## src/rtl/avg_frame_feeder.sv

```systemverilog
// avg_frame_feeder: buffers an N_BYTES frame, replays it into the averaging core, and returns W on a valid/ready port.
// Optional DONE_TIMEOUT_EN adds a WAIT_DONE watchdog that aborts with a zero result and a sticky timeout_err.
module avg_frame_feeder #(
   parameter int DATA_W         = 8,
   parameter int N_BYTES        = 8,
   parameter int TIMEOUT_CYCLES = 64
) (
   input  logic              clock,
   input  logic              reset,
   input  logic [DATA_W-1:0] in_data,
   input  logic              in_valid,
   output logic              in_ready,
   output logic              start,
   output logic [DATA_W-1:0] data,
   input  logic              done,
   input  logic [DATA_W-1:0] W,
   output logic [DATA_W-1:0] res_data,
   output logic              res_valid,
   input  logic              res_ready,
   output logic              busy,
   output logic              timeout_err
);
   localparam int CW = $clog2(N_BYTES);
   localparam logic [CW-1:0] LAST = CW'(N_BYTES - 1);
   typedef enum logic [1:0] {FILL, SEND, WAIT_DONE, HOLD} state_t;
   state_t state;
   logic [CW-1:0] cnt;
   logic [DATA_W-1:0] mem [N_BYTES];
   assign in_ready = state == FILL;
   always_ff @(posedge clock)
      if (in_valid && in_ready) mem[cnt] <= in_data;
`ifdef DONE_TIMEOUT_EN
   localparam int TW = $clog2(TIMEOUT_CYCLES + 1);
   logic [TW-1:0] wd;
   logic expired;
   assign expired = wd == TW'(TIMEOUT_CYCLES - 1);
   always_ff @(posedge clock)
      if (reset) wd <= '0;
      else wd <= state == WAIT_DONE ? wd + 1'b1 : '0;
`else
   assign timeout_err = 1'b0;
`endif
   always_ff @(posedge clock)
      if (reset) begin
         state     <= FILL;
         cnt       <= '0;
         start     <= 1'b0;
         data      <= '0;
         res_data  <= '0;
         res_valid <= 1'b0;
         busy      <= 1'b0;
`ifdef DONE_TIMEOUT_EN
         timeout_err <= 1'b0;
`endif
      end else
         case (state)
            FILL:
               if (in_valid) begin
                  cnt <= cnt + 1'b1;
                  if (cnt == LAST) begin
                     state <= SEND;
                     busy  <= 1'b1;
                     start <= 1'b1;
                     data  <= mem[0];
                  end
               end
            SEND: begin
               start <= 1'b0;
               cnt   <= cnt + 1'b1;
               if (cnt == LAST) begin
                  state <= WAIT_DONE;
                  data  <= '0;
               end else
                  data <= mem[cnt + 1'b1];
            end
            WAIT_DONE:
               if (done) begin
                  res_data  <= W;
                  res_valid <= 1'b1;
                  state     <= HOLD;
               end
`ifdef DONE_TIMEOUT_EN
               else if (expired) begin
                  timeout_err <= 1'b1;
                  res_data    <= '0;
                  res_valid   <= 1'b1;
                  state       <= HOLD;
               end
`endif
            HOLD:
               if (res_ready) begin
                  res_valid <= 1'b0;
                  busy      <= 1'b0;
                  state     <= FILL;
               end
         endcase
endmodule

```

## config.mk

```make
export PLATFORM = sky130hd
export DESIGN_NAME = avg_frame_feeder
export DESIGN_NICKNAME = d
export VERILOG_FILES = /design/src/rtl/avg_frame_feeder.sv
export SDC_FILE = /design/constraint.sdc
export NUM_CORES = 1
export LEC_CHECK = 0
export CAP_MARGIN = 0
export CORE_MARGIN = 10
export CORE_UTILIZATION = 55
export CTS_CLUSTER_DIAMETER = 120
export DETAILED_ROUTE_END_ITERATION = 16
export PLACE_DENSITY = 0.79
export RECOVER_POWER = 100
export REMOVE_ABC_BUFFERS = 1
export SKIP_CTS_REPAIR_TIMING = 1
export SLEW_MARGIN = 20
export SYNTH_ARGS = -nofsm -noshare
export SYNTH_HDL_FRONTEND = slang
export SYNTH_SLANG_ARGS = --single-unit
```

## constraint.sdc

```tcl
create_clock -name clock -period 2.38 [get_ports clock]
set_clock_uncertainty 0.2 [all_clocks]
set_input_delay 0.595 -clock clock [delete_from_list [all_inputs] [get_ports clock]]
set_output_delay 0.595 -clock clock [all_outputs]
set_load 0.01 [all_outputs]
```

==> results of run 1 <==
==> layer usage <==
metal,track usage (%),up-vias,routed length [um]
met2,24.4,75,3640
li1,-,1044,-
met3,4.53,8,503
met4,6.00,0,94
met1,17.9,1109,3190
met5,0,-,0
==> worst max-delay path: stages <==
cell and delay (ps):
dlygate4sd3_1 640, nand3_1 230, nor2_1 150, clkbuf_1 410
==> layout by cell type, fill, tap and decap left out, types with 2 or more instances in the layout <==
cell type	synthesis	routed
nand3_1	10	10
clkinv_1	0	2
clkbuf_8	0	9
dlygate4sd3_1	0	28
dfxtp_1	24	24
clkdlybuf4s50_1	0	11
mux2i_1	19	19
clkbuf_1	8	9
nor3_1	2	2
inv_1	5	5
a21oi_1	10	10
o22ai_2	8	7
nor2_1	15	15
ha_1	7	6
clkbuf_2	0	3
nand2_1	12	12
a32oi_1	8	8
mux4_2	8	8
a221o_1	8	8
buf_4	2	7
nor2b_1	11	11
nand2b_1	3	3
bufinv_16	0	2
inv_6	0	2
edfxtp_1	64	64
a21boi_0	2	2
==> power by group <==
part,switching (mW),internal (mW)
Sequential,0.0523,1.76
Clock,0.527,0.594
Combinational,0.445,0.341
==> flip-flops by register name, indices dropped and copies added (netlist names) <==
| signal | count |
|---|---|
| start | 1 |
| res_valid | 1 |
| data | 8 |
| res_data | 8 |
| cnt | 3 |
| state | 2 |
| mem | 64 |
| busy | 1 |
==> through the flow <==
| step | std cells | setup TNS (ps) | power [mW] | utilization, % | worst slack (ps) |
|---|---|---|---|---|---|
| 6_report | 379 | 0 | 3.72 | 68.4 | 144 |
| 5_1_grt | 379 | 0 | 3.89 | 68.4 | 102 |
| 4_1_cts | 379 | -139 | 3.76 | 69.0 | -139 |
| 3_5_place_dp | 363 | -70.0 | 2.66 | 65.6 | -54.5 |
| 3_3_place_gp | 363 | 0 | 2.64 | 65.6 | 17.5 |
| 2_1_floorplan | 227 | -4220 | 2.36 | - | -433 |
==> cell type report <==
type	instances	area, sq um	area share (%)
flip-flops and latches	88	2400	55.3
multi-input cells	134	1100	25.4
repair buffers	59	504	11.6
clock buffers	9	124	2.85
well taps	77	96.3	2.22
clock inverters	7	93.8	2.16
inverters	5	18.8	0.432
==> path summary, 6_finish.rpt <==
kind                                   from           to  slack [ps]  depth (start not counted)
worst max-delay path               in_valid    mem[7][0]         140                          4
worst min-delay path            res_data[4]  res_data[4]         260                          2
worst max register to register       cnt[1]      data[4]         230                          5
worst min register to register  res_data[4]  res_data[4]         260                          2
==> kinds of logic (layout without fill, tap and decap cells) <==
family | after synthesis | in the layout
compound gates | 42 | 42
xor+xnor | 1 | 1
fa+ha+maj | 7 | 7
buf+inv | 20 | 80
flops | 88 | 88
mux | 27 | 27
other cells | 1 | 1
simple gates | 56 | 56
==> results, run 1 <==
- The CTS root buffer is clkbuf_8.
- For the pin with the worst max-slew slack, the measured transition is 708 ps.
- The synthesized netlist devotes 2.43% of its cell area to adder and majority cells.
- The worst vdd rail ir drop is 630 uV.
- In the final routed layout, each cell accounts on average for 19.6 um.
- The period utilization is 93.9%.
- The part of the Yosys area used for sequential elements is 66.6%.
- The capturing element type of the critical path is a flip-flop.
- The top cell type by area accounts for 53.3% of the synthesized area.
- The flow ran to the end, and the final reports show no timing, DRC or antenna violations.
- Hold is met by 257 ps.
- The horizontal extent of the die is 101 um.
- The remaining global-route overflow is 0.
- The repair_antennas step left the layout with diodes totalling 0.
- The region available for standard cell placement spans 6350 sq um.
- The launching element type of the critical path is an input pin.
- The post-layout net count is 325.
- The area growth from synthesis to final layout is 20.3%.
- After synthesis the cells add up to 3610 sq um.
- The initial utilization of the core area, before any placement, comes to 56.8%.
- The power per standard cell area is 858 nW/um^2.
- The via count of the first global-routing pass was 2,321.
- The detailed router placed 2,236 vias in this run.
- Counting I/O delays and the setup requirement, the final critical path takes 2240 ps.
- The floorplan step defined a die boundary enclosing 10,200 sq um.
- The number of cells produced by synthesis is 242.
- Counting the fill cells in the layout gives 445.
- After the first detailed-routing iteration, the DRC count stood at 129.
- During synthesis, Yosys emitted a total of 0 warnings.
- The most used flip-flop cell after synthesis is edfxtp_1.
- The I/O pin count is 42.
- The detailed-route vias per instance is 5.90.
- By area, the combinational part of the netlist is dominated by multiplexers.
- The initial antenna violation count is 0.
- The synthesized netlist devotes 10.1% of its cell area to compound gates.
- The post-route cell area is 4340 sq um.
- TritonCTS created 9 clock buffers.
- The critical-path maximum fanout is 8.
- The maximum number of pins on one net before global-route repair is 31.
- The simple logic cell fraction of the synthesized area is 7.46%.
- Derived from the worst setup path, the maximum achievable clock frequency is 0.447 GHz.
- The most repeated cell in the gate-level netlist after synthesis is edfxtp_1.
- The count of nets left with antenna violations once routing finished came out at 0.
- The number of maximum-capacitance constraint violations is 0.
- The library cell with the largest summed area after synthesis is edfxtp_1.
- For this block, the routed nets add up to 7430 um of wire.
- The average instance in the mapped netlist occupies 14.9 sq um.
- The clock latency of the later-clocked register in the worst-skew pair is 350 ps.
- By startpoint and endpoint, the worst setup path is classified as input pin to flip-flop.
- The flip-flop and latch count after synthesis is 88.
- In this run the core area contains 29 standard-cell rows.
- The largest buffer count on any clock path is 2.
- Port buffering added 40 buffers.
- The register clock-pin slew on the reported worst setup and hold paths is 80 ps.
- The placed instances occupy a cell area of 4170 sq um.
- TritonCTS built the clock tree.
- In the global route stage, overall resource usage came out at 14.9%.
- The wire length of the first global-routing pass is 11,800 um.
- The leakage dissipation is 1.51 nW.
- The mux cell area share after synthesis is 10.3%.
- STA puts the critical path data arrival time at 2020 ps.
- The placer's final routability congestion estimate is 0.813.
- The max-slew violation total from the final report came to 0.
- Yosys attributes the largest share of cell area to edfxtp_1, dfxtp_1, mux2i_1, mux4_2, o22ai_2.
- The xor/xnor cell area share of the yosys netlist is 0.243%.
- The share of layout cells above drive strength 1 is 13.9%.
- The die boundary height is 101 um.
- The H-tree level count is 3.
- Summed over all nets, the half-perimeter wirelength after detailed placement is 5260 um.
- For this run, the detailed router's first-pass iteration total came to 4.
- The path class of the tightest hold or removal check is flip-flop to flip-flop.
- Setup repair after global routing left no endpoint under its margin.
- The final number of hold-violating endpoints is 0.
- Counting flops with a built-in enable in the synthesized netlist gives 64.
- The synthesized netlist contains 33 unique library cells.
- The critical path required time is 2170 ps.
- The total number of clock tree sinks is 88.
- The relative max-transition margin is 52.7%.
- For this run, design rule violations remaining after detail routing come to 0.
- By count the netlist is led by edfxtp_1, dfxtp_1, mux2i_1, nor2_1, nand2_1.
- The share of synthesized flip-flops with an asynchronous set or reset is 0%.
- Setup violations remaining at the end of the flow were counted as 0.
(Power assumes the default switching activity.)
==> run 2: changes to the inputs <==
- SKIP_CTS_REPAIR_TIMING: 1 -> default
==> run 2 against run 1 <==
  * Non-clock buffer count is the same
  * Highest routed layer unchanged
  * Cell count is the same
  * Global-route usage grew 0.086 points
  * Critical endpoint unchanged
  * Critical path type unchanged
  * Count of clock-buffer cells in the layout is the same
  * Largest power group unchanged
  * Sequential cell count is the same
  * Clock power is essentially flat
  * Register-to-register slack is essentially flat
  * Cell area is essentially flat
  * Setup slack lost 1.1 ps
==> results, run 2 (synthesized netlist as in run 1, its figures left out) <==
- The initial antenna violation count is 0 (unchanged).
- The start point of the critical path is in_valid (unchanged).
- The die boundary height was 101 um (unchanged).
- The power per standard cell area is 856 nW/um^2 (was 858 nW/um^2).
- The flip-flop count of the largest register, all copies and words added is 64 (unchanged).
- The CTS tree is yes (unchanged).
- The largest buffer count on any clock path is 2 (unchanged).
- The most frequent standard cell in the layout excluding fill and tap cells is edfxtp_1 (unchanged).
- Unrepaired setup endpoints after global routing: no (unchanged).
- The post-layout total power is 3.72 mW (about the same).
- The wire length of the first global-routing pass was 11,900 um (was 11,800 um).
- The total number of clock tree sinks is 88 (unchanged).
- The top register by number of flip-flops is mem (unchanged).
- Result of the run: finished, final reports clean (unchanged).
- The placer's final routability congestion estimate came to 0.813 (unchanged).
- The worst reg2reg path startpoint is state[0] (was cnt[1]).
- The measured slew at the worst slew-check pin is 704 ps (was 708 ps).
- The capturing element type of the critical path is a flip-flop (unchanged).
- The number of remaining DRC errors came to 0 (unchanged).
- The area growth from synthesis to final layout is 20.4% (was 20.3%).
- In this run, post-CTS hold repair placed 0 buffers.
- The classification of the worst setup path is input pin to flip-flop (unchanged).
- The number of buffers added on ports is 40 (unchanged).
- The number of cells on the worst hold path came to 2 (unchanged).
- The number of design-rule violations left by the first detailed-router iteration is 147 (was 129).
- The count of inserted antenna diode cells is 0 (unchanged).
- The max-slew violation total from the final report is 0 (unchanged).
- The post-CTS resize count is 4.
- The routed wire length is 7450 um (was 7430 um).
- The post-placement cell area is 4170 sq um (unchanged).
- The I/O pin count was 42 (unchanged).
- The overall routing resource usage is 15.0% (was 14.9%).
- The CTS root buffer is clkbuf_8 (unchanged).
- The H-tree level count is 3 (unchanged).
- The post-route core utilization is 68.4% (about the same).
- The maximum number of pins on one net before global-route repair is 31 (unchanged).
- The relative max-transition margin is 53.0% (was 52.7%).
- The wire length per cell is 19.7 um (was 19.6 um).
- The final number of hold-violating endpoints is 0 (unchanged).
- The post-layout net count is 325 (unchanged).
- The area enclosed by the die boundary was 10,200 sq um (unchanged).
- The total half-perimeter wirelength after legalization and detailed placement is 5260 um (unchanged).
- The count of endpoints failing setup in the final report came to 0 (unchanged).
- The critical path required time is 2170 ps (about the same).
- Most frequent cells in the layout: edfxtp_1, dlygate4sd3_1, dfxtp_1 (unchanged).
- The number of fill cells is 447 (was 445).
- The data arrival at the endpoint of the critical path is 2030 ps (was 2020 ps).
- The startpoint of the most critical hold path is res_data[4] (unchanged).
- The via count is 2,232 (was 2,236).
- The share of layout cells above drive strength 1 came to 14.2% (was 13.9%).
- The number of detailed-routing iterations run before antenna repair is 4 (unchanged).
- Largest registers: mem: 64 flops, data: 8 flops, res_data: 8 flops (unchanged).
- The register clock-pin slew on the reported worst setup and hold paths is 80 ps (about the same).
- The path depth of the worst reg2reg path is 6 (was 5).
- The number of maximum-capacitance constraint violations is 0 (unchanged).
- The critical-path maximum fanout is 8 (unchanged).
- The count of antenna-violating nets left after detailed routing came to 0 (unchanged).
- The final worst slack is 143 ps (was 144 ps).
- The fmax was 0.447 GHz (about the same).
- The worst hold slack across all endpoints is 257 ps (about the same).
- The starting density of the core is 56.8% (unchanged).
- The path class of the lowest-slack min-delay path is flip-flop to flip-flop (unchanged).
- The row count is 29 (unchanged).
- The worst vdd rail ir drop was 630 uV (about the same).
- The post-placement setup slack was -54.5 ps (unchanged).
- The period utilization was 94.0% (was 93.9%).
- The detailed-route vias per instance is 5.89 (was 5.90).
- The launching element type of the critical path is an input pin (unchanged).
- The post-route cell area is 4340 sq um (about the same).
- The remaining global-route overflow is 0 (unchanged).
- The via count of the first global-routing pass is 2,323 (was 2,321).
- The number of setup buffers added after CTS is 0.
- The final period demand of the worst path is 2240 ps (about the same).
- The horizontal extent of the die came to 101 um (unchanged).
- The leakage dissipation is 1.51 nW (about the same).
- The placeable core area is 6350 sq um (unchanged).
- The CTS buffer count came to 9 (unchanged).
- The clock latency of the later-clocked register in the worst-skew pair was 350 ps (about the same).
-- run 2: cell count changes in the layout (fill, tap and decap cells not counted), sizes merged --
cell | before | now
dlygate4sd2 | 0 | 1
dlygate4sd3 | 28 | 29
clkdlybuf4s50 | 11 | 10
dlymetal6s4s | 1 | 0
-- run 2: where the power goes --
part	leakage, nW	internal [mW]	switching (mW)
logic	0.630	0.336	0.443
registers	0.775	1.76	0.0535
clock network	0.109	0.594	0.525
-- run 2: layout make-up --
class / instances / area, sq um / area share (%)
inverters: 5 / 18.8 / 0.432
clock buffers: 9 / 124 / 2.85
clock inverters: 7 / 93.8 / 2.16
multi-input cells: 134 / 1110 / 25.5
well taps: 77 / 96.3 / 2.22
flip-flops and latches: 88 / 2400 / 55.3
repair buffers: 59 / 500 / 11.5
-- run 2: layer usage --
metal	GRT usage, %	wire (um)	vias to the layer above
li1	-	-	1045
met1	18.1	3090	1096
met2	24.5	3660	83
met3	4.53	601	8
met4	6.00	93	0
met5	0	0	-
-- run 2: path summary, 6_finish.rpt --
check	to	slack (ps)
max	mem[7][0]	140
min	res_data[4]	260
max reg2reg	data[4]	220
min reg2reg	res_data[4]	260
-- run 2: stage by stage --
stage	TNS [ps]	std cells
2_1_floorplan	-4220	227
3_3_place_gp	0	363
3_5_place_dp	-70.0	363
4_1_cts	0	379
5_1_grt	0	379
6_report	0	379
-- run 2: critical path: stages --
cell	delay (ps)
dlygate4sd3_1	640
nand3_1	230
nor2_1	150
clkbuf_1	420
==> run 3: changes to the inputs <==
- CAP_MARGIN: 0 -> default
==> results of run 3 <==
Same layout as run 2: the final DEF is identical, and so are final timing and power.
